==> src/rtl/mt_prefetch_buffer_if.sv <==
// mt_prefetch_buffer_if: bus-side and core-side signals of the prefetch buffer.
//   slave  : the prefetch buffer's view (bus requests and core_rv in, data/status/core controls out)
//   master : the surrounding logic's view (drives requests and core_rv, observes the rest)
// Signals:
//   seed_load, seed      reseed request and value
//   rd_req               pop request, one pulse per word
//   rd_data, rd_valid    head-of-FIFO word and non-empty flag
//   underflow            pulse: pop attempted while empty
//   level                current FIFO occupancy
//   core_load_value, core_value, core_gen_rv   controls to the mersenne_twister core
//   core_rv              random word from the core
interface mt_prefetch_buffer_if #(
  parameter int unsigned DEPTH = 4
) ();
  localparam int unsigned LVL_W = $clog2(DEPTH) + 1;

  logic             seed_load;
  logic [31:0]      seed;
  logic             rd_req;
  logic [31:0]      rd_data;
  logic             rd_valid;
  logic             underflow;
  logic [LVL_W-1:0] level;
  logic             core_load_value;
  logic [31:0]      core_value;
  logic             core_gen_rv;
  logic [31:0]      core_rv;

  modport slave (
    input  seed_load, seed, rd_req, core_rv,
    output rd_data, rd_valid, underflow, level,
           core_load_value, core_value, core_gen_rv
  );

  modport master (
    output seed_load, seed, rd_req, core_rv,
    input  rd_data, rd_valid, underflow, level,
           core_load_value, core_value, core_gen_rv
  );
endinterface

==> src/rtl/mt_prefetch_buffer.sv <==
// mt_prefetch_buffer: keeps a FIFO of pre-generated 32-bit random numbers so
// bus reads pop with zero wait states. Refills in the background by pulsing the
// core's gen_rv, reserving a FIFO slot per outstanding request so it never
// overfills. Seed loads are forwarded to the core and flush every buffered or
// in-flight number produced under the old seed.
// Ports:
//   clk      system clock, rising edge
//   n_rst    asynchronous active-low reset (also resets the core)
//   bus_if   mt_prefetch_buffer_if.slave (bus requests, FIFO status, core controls)
// Parameters:
//   DEPTH    FIFO entries, power of two, 2..16
//   CORE_LAT cycles from a core_gen_rv pulse to a valid core_rv, 1..4
module mt_prefetch_buffer #(
  parameter int unsigned DEPTH    = 4,
  parameter int unsigned CORE_LAT = 1
) (
  input logic                 clk,
  input logic                 n_rst,
  mt_prefetch_buffer_if.slave bus_if
);
  localparam int unsigned PTR_W = $clog2(DEPTH);
  localparam int unsigned LVL_W = $clog2(DEPTH) + 1;
  // Wide enough for level + inflight without overflow.
  localparam int unsigned CNT_W = LVL_W + 3;

  typedef enum logic {
    ST_FLUSH = 1'b0,
    ST_FILL  = 1'b1
  } state_e;

  state_e              state_q, state_d;
  logic [31:0]         mem_q [DEPTH];
  logic [PTR_W-1:0]    rd_ptr_q, rd_ptr_d;
  logic [PTR_W-1:0]    wr_ptr_q, wr_ptr_d;
  logic [LVL_W-1:0]    level_q, level_d;
  logic [CORE_LAT-1:0] pipe_q, pipe_d;
  logic                underflow_q, underflow_d;

  logic                rd_valid_c;
  logic                pop_c;
  logic                push_c;
  logic                room_c;
  logic                gen_c;
  logic                flush_c;
  logic [CNT_W-1:0]    inflight_c;

  // FIFO status and request accounting
  always_comb begin
    rd_valid_c = (level_q != '0);
    pop_c      = bus_if.rd_req && rd_valid_c;
    inflight_c = CNT_W'($countones(pipe_q));
    // Outstanding requests already own a slot, so count them as occupied.
    room_c     = (CNT_W'(level_q) + inflight_c - CNT_W'(pop_c)) < CNT_W'(DEPTH);
    // Results of pre-seed requests are never written.
    push_c     = (state_q == ST_FILL) && !bus_if.seed_load && pipe_q[CORE_LAT-1];
  end

  // FSM state register
  always_ff @(posedge clk or negedge n_rst) begin
    if (!n_rst) begin
      state_q <= ST_FLUSH;
    end else begin
      state_q <= state_d;
    end
  end

  // FSM next state: a seed load always (re)enters FLUSH
  always_comb begin
    state_d = state_q;
    unique case (state_q)
      ST_FLUSH: state_d = bus_if.seed_load ? ST_FLUSH : ST_FILL;
      ST_FILL:  state_d = bus_if.seed_load ? ST_FLUSH : ST_FILL;
      default:  state_d = ST_FLUSH;
    endcase
  end

  // FSM outputs: refill pulses in FILL, flush in FLUSH or on a reseed
  always_comb begin
    gen_c   = 1'b0;
    flush_c = 1'b1;
    unique case (state_q)
      ST_FLUSH: begin
        gen_c   = 1'b0;
        flush_c = 1'b1;
      end
      ST_FILL: begin
        // No request alongside a seed load: its result would be discarded.
        gen_c   = !bus_if.seed_load && room_c;
        flush_c = bus_if.seed_load;
      end
      default: begin
        gen_c   = 1'b0;
        flush_c = 1'b1;
      end
    endcase
  end

  // Pointer, level and in-flight pipe next state
  always_comb begin
    rd_ptr_d    = rd_ptr_q;
    wr_ptr_d    = wr_ptr_q;
    level_d     = level_q;
    pipe_d      = CORE_LAT'({pipe_q, gen_c});
    underflow_d = bus_if.rd_req && !rd_valid_c;
    if (flush_c) begin
      // A pop in the reseed cycle was already served from rd_data; drop the rest.
      rd_ptr_d = '0;
      wr_ptr_d = '0;
      level_d  = '0;
      pipe_d   = '0;
    end else begin
      if (pop_c) begin
        rd_ptr_d = rd_ptr_q + PTR_W'(1);
      end
      if (push_c) begin
        wr_ptr_d = wr_ptr_q + PTR_W'(1);
      end
      case ({push_c, pop_c})
        2'b10:   level_d = level_q + LVL_W'(1);
        2'b01:   level_d = level_q - LVL_W'(1);
        default: level_d = level_q;
      endcase
    end
  end

  // Control registers
  always_ff @(posedge clk or negedge n_rst) begin
    if (!n_rst) begin
      rd_ptr_q    <= '0;
      wr_ptr_q    <= '0;
      level_q     <= '0;
      pipe_q      <= '0;
      underflow_q <= 1'b0;
    end else begin
      rd_ptr_q    <= rd_ptr_d;
      wr_ptr_q    <= wr_ptr_d;
      level_q     <= level_d;
      pipe_q      <= pipe_d;
      underflow_q <= underflow_d;
    end
  end

  // FIFO storage; contents are only observed when level is non-zero
  always_ff @(posedge clk) begin
    if (push_c) begin
      mem_q[wr_ptr_q] <= bus_if.core_rv;
    end
  end

  // Outputs: head word is shown combinationally, forced to 0 when empty
  assign bus_if.rd_data         = rd_valid_c ? mem_q[rd_ptr_q] : 32'h0;
  assign bus_if.rd_valid        = rd_valid_c;
  assign bus_if.underflow       = underflow_q;
  assign bus_if.level           = level_q;
  assign bus_if.core_load_value = bus_if.seed_load;
  assign bus_if.core_value      = bus_if.seed_load ? bus_if.seed : 32'h0;
  assign bus_if.core_gen_rv     = gen_c;

endmodule
==> src/flat_wrapper.sv <==
// flat-port wrapper written by rule: the top's interface ports become plain ports
module mt_prefetch_buffer_flat 
#(
  parameter int unsigned DEPTH    = 4,
  parameter int unsigned CORE_LAT = 1
)
  (clk, n_rst, bus_if_seed_load, bus_if_seed, bus_if_rd_req, bus_if_core_rv, bus_if_rd_data, bus_if_rd_valid, bus_if_underflow, bus_if_level, bus_if_core_load_value, bus_if_core_value, bus_if_core_gen_rv);
  mt_prefetch_buffer_if #(.DEPTH(DEPTH)) bus_if_i ();
  input logic clk;
  input logic n_rst;
  input wire logic [$bits(bus_if_i.seed_load)-1:0] bus_if_seed_load;
  input wire logic [$bits(bus_if_i.seed)-1:0] bus_if_seed;
  input wire logic [$bits(bus_if_i.rd_req)-1:0] bus_if_rd_req;
  input wire logic [$bits(bus_if_i.core_rv)-1:0] bus_if_core_rv;
  output wire logic [$bits(bus_if_i.rd_data)-1:0] bus_if_rd_data;
  output wire logic [$bits(bus_if_i.rd_valid)-1:0] bus_if_rd_valid;
  output wire logic [$bits(bus_if_i.underflow)-1:0] bus_if_underflow;
  output wire logic [$bits(bus_if_i.level)-1:0] bus_if_level;
  output wire logic [$bits(bus_if_i.core_load_value)-1:0] bus_if_core_load_value;
  output wire logic [$bits(bus_if_i.core_value)-1:0] bus_if_core_value;
  output wire logic [$bits(bus_if_i.core_gen_rv)-1:0] bus_if_core_gen_rv;
  assign bus_if_i.seed_load = bus_if_seed_load;
  assign bus_if_i.seed = bus_if_seed;
  assign bus_if_i.rd_req = bus_if_rd_req;
  assign bus_if_i.core_rv = bus_if_core_rv;
  assign bus_if_rd_data = bus_if_i.rd_data;
  assign bus_if_rd_valid = bus_if_i.rd_valid;
  assign bus_if_underflow = bus_if_i.underflow;
  assign bus_if_level = bus_if_i.level;
  assign bus_if_core_load_value = bus_if_i.core_load_value;
  assign bus_if_core_value = bus_if_i.core_value;
  assign bus_if_core_gen_rv = bus_if_i.core_gen_rv;
  mt_prefetch_buffer #(.DEPTH(DEPTH), .CORE_LAT(CORE_LAT)) u_core (.clk(clk), .n_rst(n_rst), .bus_if(bus_if_i));
endmodule
==> config.mk <==
export PLATFORM = sky130hd
export DESIGN_NAME = mt_prefetch_buffer_flat
export DESIGN_NICKNAME = d
export VERILOG_FILES = /design/src/rtl/mt_prefetch_buffer_if.sv /design/src/rtl/mt_prefetch_buffer.sv /design/src/flat_wrapper.sv
export SDC_FILE = /design/constraint.sdc
export NUM_CORES = 1
export LEC_CHECK = 0
export CAP_MARGIN = 10
export CELL_PAD_IN_SITES_DETAIL_PLACEMENT = 0
export CELL_PAD_IN_SITES_GLOBAL_PLACEMENT = 1
export CORE_UTILIZATION = 33
export DETAILED_ROUTE_END_ITERATION = 8
export HOLD_SLACK_MARGIN = 0.15
export PLACE_DENSITY = 0.68
export REMOVE_ABC_BUFFERS = 1
export SLEW_MARGIN = 20
export SYNTH_ARGS = -nofsm -noshare
export SYNTH_HDL_FRONTEND = slang
export SYNTH_SLANG_ARGS = --single-unit
==> constraint.sdc <==
create_clock -name clk -period 6.3 [get_ports clk]
set_clock_uncertainty 0.05 [all_clocks]
set_input_delay 1.26 -clock clk [delete_from_list [all_inputs] [get_ports clk]]
set_output_delay 1.26 -clock clk [all_outputs]
set_load 0.03 [all_outputs]
==> results.md <==
- The run finished with clean final reports.
- Setup repair after global routing left no endpoint under its margin.
- In the global route stage, overall resource usage came out at 0.1325.
- The remaining max-slew budget at the tightest pin is 0.3891.
- Counting every instance in the synthesized netlist gives 301.
- Static timing analysis puts the maximum clock frequency at 211.3 MHz.
- The leading cell type in the layout, fill and taps excluded is clkdlybuf4s50_1.
- Detailed routing inserted a total of 3131 vias.
- The setup TNS is 0 ns.
- The depth of the CTS H-tree is 4.
- The synthesized area per cell is 18.78 um2.
- In the layout the commonest cells are 138 x clkdlybuf4s50_1, 128 x edfxtp_1, 64 x and2_1, 32 x mux4_2, 17 x clkbuf_16.
- Entering global routing, the biggest net connects 36 pins.
- The post-synthesis cell type count is 26.
- The number of rows created at floorplan is 47.
- In this run the vertical extent of the chip is 132.9 um.
- The buffer type at the clock tree root is clkbuf_16.
- The most critical setup path has its startpoint at bus_if_rd_req.
- Summing all placed instances gives a cell area of 0.007242 mm2.
- The static leakage is 2.614 nW.
- The number of global-route vias before repair is 3347.
- From left edge to right edge, the die measures 132.9 um.
- At the pin with the least slew margin, the transition time is 0.9164 ns.
- The final wirelength is 10970 um.
- The first global-routing pass estimated 17210 um of wire.
- At the end of routability-driven placement, the weighted congestion stood at 0.6635.
- Of the total synthesized cell area, the portion taken by AND, OR, NAND and NOR gates is 0.08898.
- The count of pins on the block boundary is 139.
- In this run the standard cell core region covers 0.01664 mm2.
- After detailed routing, the met2 layer carries 5463 um of wire.
- The clock passes through at most 2 buffers.
- The clock transition at the register clock pins on the worst setup and hold paths after CTS is 0.05 ns.
- The path class of the tightest hold or removal check is reg -> reg.
- The netlist area before placement is 0.005653 mm2.
- Once detail routing completed, the nets flagged for antenna violations numbered 0.
- After layout, the minimum clock period comes to 4.732 ns.
- The number of gates resized after CTS was 0.
- Setup slack on the worst reg-to-reg path comes out at 4.22 ns.
- The register area share after synthesis is 0.7242.
- The number of synthesized register bits is 138.
- The critical path data arrival time is 3.42 ns.
- The mux cell area share after synthesis is 0.1293.
- The residual DRC count is 0.
- The number of pins with negative max-slew slack in the final report is 0.
- The number of antenna violations at the first check in global routing is 0.
- The ratio of total power to cell area is 275.8 mW/mm2.
- The hold buffer count at CTS is 0.
- The layout has 1403 filler cells.
- The area of the die is 0.01766 mm2.
- The number of hold violations in the final report is 0.
- By area the synthesized netlist is led by edfxtp_1 68%, mux4_2 13%, and2_1 7.1%.
- The most critical setup path has its endpoint at bus_if_core_gen_rv.
- The worst vdd rail ir drop is 162.4 uV.
- Across the run, the number of max-cap violations was 0.
- In this run the critical register-to-register path is launched from u_core.bus_if.level[1].
- The CTS tree is built.
- The net count of the finished layout is 520.
- The dominant cell type by area after synthesis is edfxtp_1.
- The number of antenna cells inserted is 0.
- For this configuration, the core starts out at a cell density of 0.3397.
- The endpoint identified for the worst register-to-register timing path is u_core.bus_if.level[2].
- The share of the synthesized area in the top cell type is 0.6799.
- The number of design-rule violations left by the first detailed-router iteration is 156.
- The count of non-filler cells in the finished layout is 677.
- Of the cells placed in the final design, the portion with a size suffix greater than 1 is 0.1488.
- The number of search-and-repair iterations in the first detailed-routing pass is 4.
- The final count of negative-setup-slack endpoints is 0.
- The clock latency of the later-clocked register in the worst-skew pair is 0.40 ns.
- Buffers placed on the I/O ports in this run total 138.
- The dominant combinational cell family by area after synthesis is multiplexers.
- The clock drives 138 sinks.
- The worst setup path is of the in -> out kind.
- The leftover overflow at the end of global routing is 0.
- The highest layer used for signal routing is met4.
- The worst setup path is launched from an input pin.
- Compared with the post-synthesis result, the final layout area differs by 39.00%.
- The compound-cell area share of the yosys netlist came to 0.009517.
- The via-per-instance ratio is 4.625.
- Along the worst path, the maximum fanout reaches 4.
- The total non-filler cell area in the finished layout is 0.007858 mm2.
- The sum of routed wire segments on met1 is 4755 um.
- Of the available clock period, the critical path in the final layout requires 0.7512.
- After detailed routing, the met3 layer carries 638 um of wire.
- The total placed cells including tap cells is 645.
- The number of clock buffers inserted by TritonCTS is 17.
- Once detailed placement completed, the half-perimeter wirelength came to 6656 um.
- The yosys synthesis warning count is 0.
- The XOR/XNOR share of the synthesized area is 0.007747.
- The per-cell routed wire length is 16.20 um.
- Of the total synthesized cell area, the portion taken by full adders, half adders and majority gates is 0.01903.
- The type of element capturing the critical path is an output port.
- Post-CTS timing repair inserted 0 buffers for setup.
- For the worst flop-to-flop path, the logic depth is 8.
- The data required time at the worst endpoint is 4.99 ns.
-- Yosys cell counts --
| cell | n |
|---|---|
| mux4_2 | 32 |
| o31a_1 | 1 |
| nand3_1 | 1 |
| and2_1 | 64 |
| nand2_1 | 3 |
| a21oi_1 | 4 |
| xor2_1 | 4 |
| and3_1 | 4 |
| o211ai_1 | 1 |
| mux2i_1 | 1 |
| buf_2 | 3 |
| buf_4 | 3 |
| nor4_1 | 1 |
| o21ai_0 | 1 |
| inv_1 | 8 |
| ha_1 | 7 |
| fa_1 | 1 |
| clkbuf_1 | 8 |
| nor2_1 | 8 |
| dfrtp_1 | 10 |
| buf_6 | 2 |
| nor2b_1 | 1 |
| edfxtp_1 | 128 |
| o31ai_2 | 1 |
| xnor2_1 | 1 |
| or3_1 | 3 |
-- per-stage QoR --
stage / setup slack [ns] / hold slack [ns] / util / total power, W
global route: 1.344 / 0.5999 / 0.4721 / 0.002234
detailed placement: 1.544 / 0.5379 / 0.4352 / 0.001167
finish: 1.568 / 0.5402 / 0.4721 / 0.002167
global placement: 1.537 / 0.5264 / 0.4352 / 0.001165
floorplan: 2.518 / 0.4882 / - / 0.001080
CTS: 1.528 / 0.5513 / 0.4721 / 0.002190
-- where the power goes --
| part | internal (W) | switching [W] |
|---|---|---|
| logic | 0.0000723 | 0.0000635 |
| registers | 0.00101 | 0.00000307 |
| clock network | 0.000682 | 0.000338 |
-- worst min path at each step --
stage / cells after the start / slack, ns / endpoint / from
after detailed placement: 2 / 0.54 / u_core.wr_ptr_q[1] / u_core.wr_ptr_q[1]
final: 2 / 0.54 / u_core.wr_ptr_q[1] / u_core.wr_ptr_q[1]
after global placement: 2 / 0.53 / u_core.wr_ptr_q[1] / u_core.wr_ptr_q[1]
after CTS: 2 / 0.55 / u_core.wr_ptr_q[1] / u_core.wr_ptr_q[1]
after floorplan: 2 / 0.49 / u_core.wr_ptr_q[1] / u_core.wr_ptr_q[1]
after global routing: 2 / 0.60 / u_core.wr_ptr_q[1] / u_core.wr_ptr_q[1]
-- registers in the layout, indices dropped and copies added (netlist names) --
name,cells
u_core.mem_q,128
u_core.bus_if.level,3
u_core.rd_ptr_q,2
u_core.wr_ptr_q,2
u_core.bus_if.underflow,1
u_core.pipe_q,1
u_core.state_q,1
-- kinds of logic after synthesis --
kind of cell               Yosys count
xor gates and xnor gates             5
muxes                               33
AOI/OAI and AO/OA                    8
and+or+nand+nor                     85
buffers and inverters               24
DFF                                138
adders and majority gates            8
-- cell type report --
class | count | area, um2 | share of cell area
well taps | 220 | 275.3 | 0.03503
flip-flops and latches | 138 | 4096 | 0.5213
inverters | 8 | 30.03 | 0.003822
clock inverters | 8 | 143.9 | 0.01831
multi-input cells | 139 | 1444 | 0.1838
clock buffers | 24 | 471.7 | 0.06003
repair buffers | 140 | 1396 | 0.1777
-- layer usage --
layer | vias to the layer above | GRT usage
li1 | 1440 | -
met1 | 1549 | 0.1586
met2 | 130 | 0.2237
met3 | 12 | 0.04215
met4 | 0 | 0.04789
met5 | - | 0
-- worst max-delay path: stages --
cell and delay (ns):
clkdlybuf4s50_1 0.52, o31ai_2 0.12, o31a_1 0.26, or3_1 0.37
a21oi_1 0.19, clkdlybuf4s50_1 0.70
Note: power is estimated with default switching activity, not from simulation.
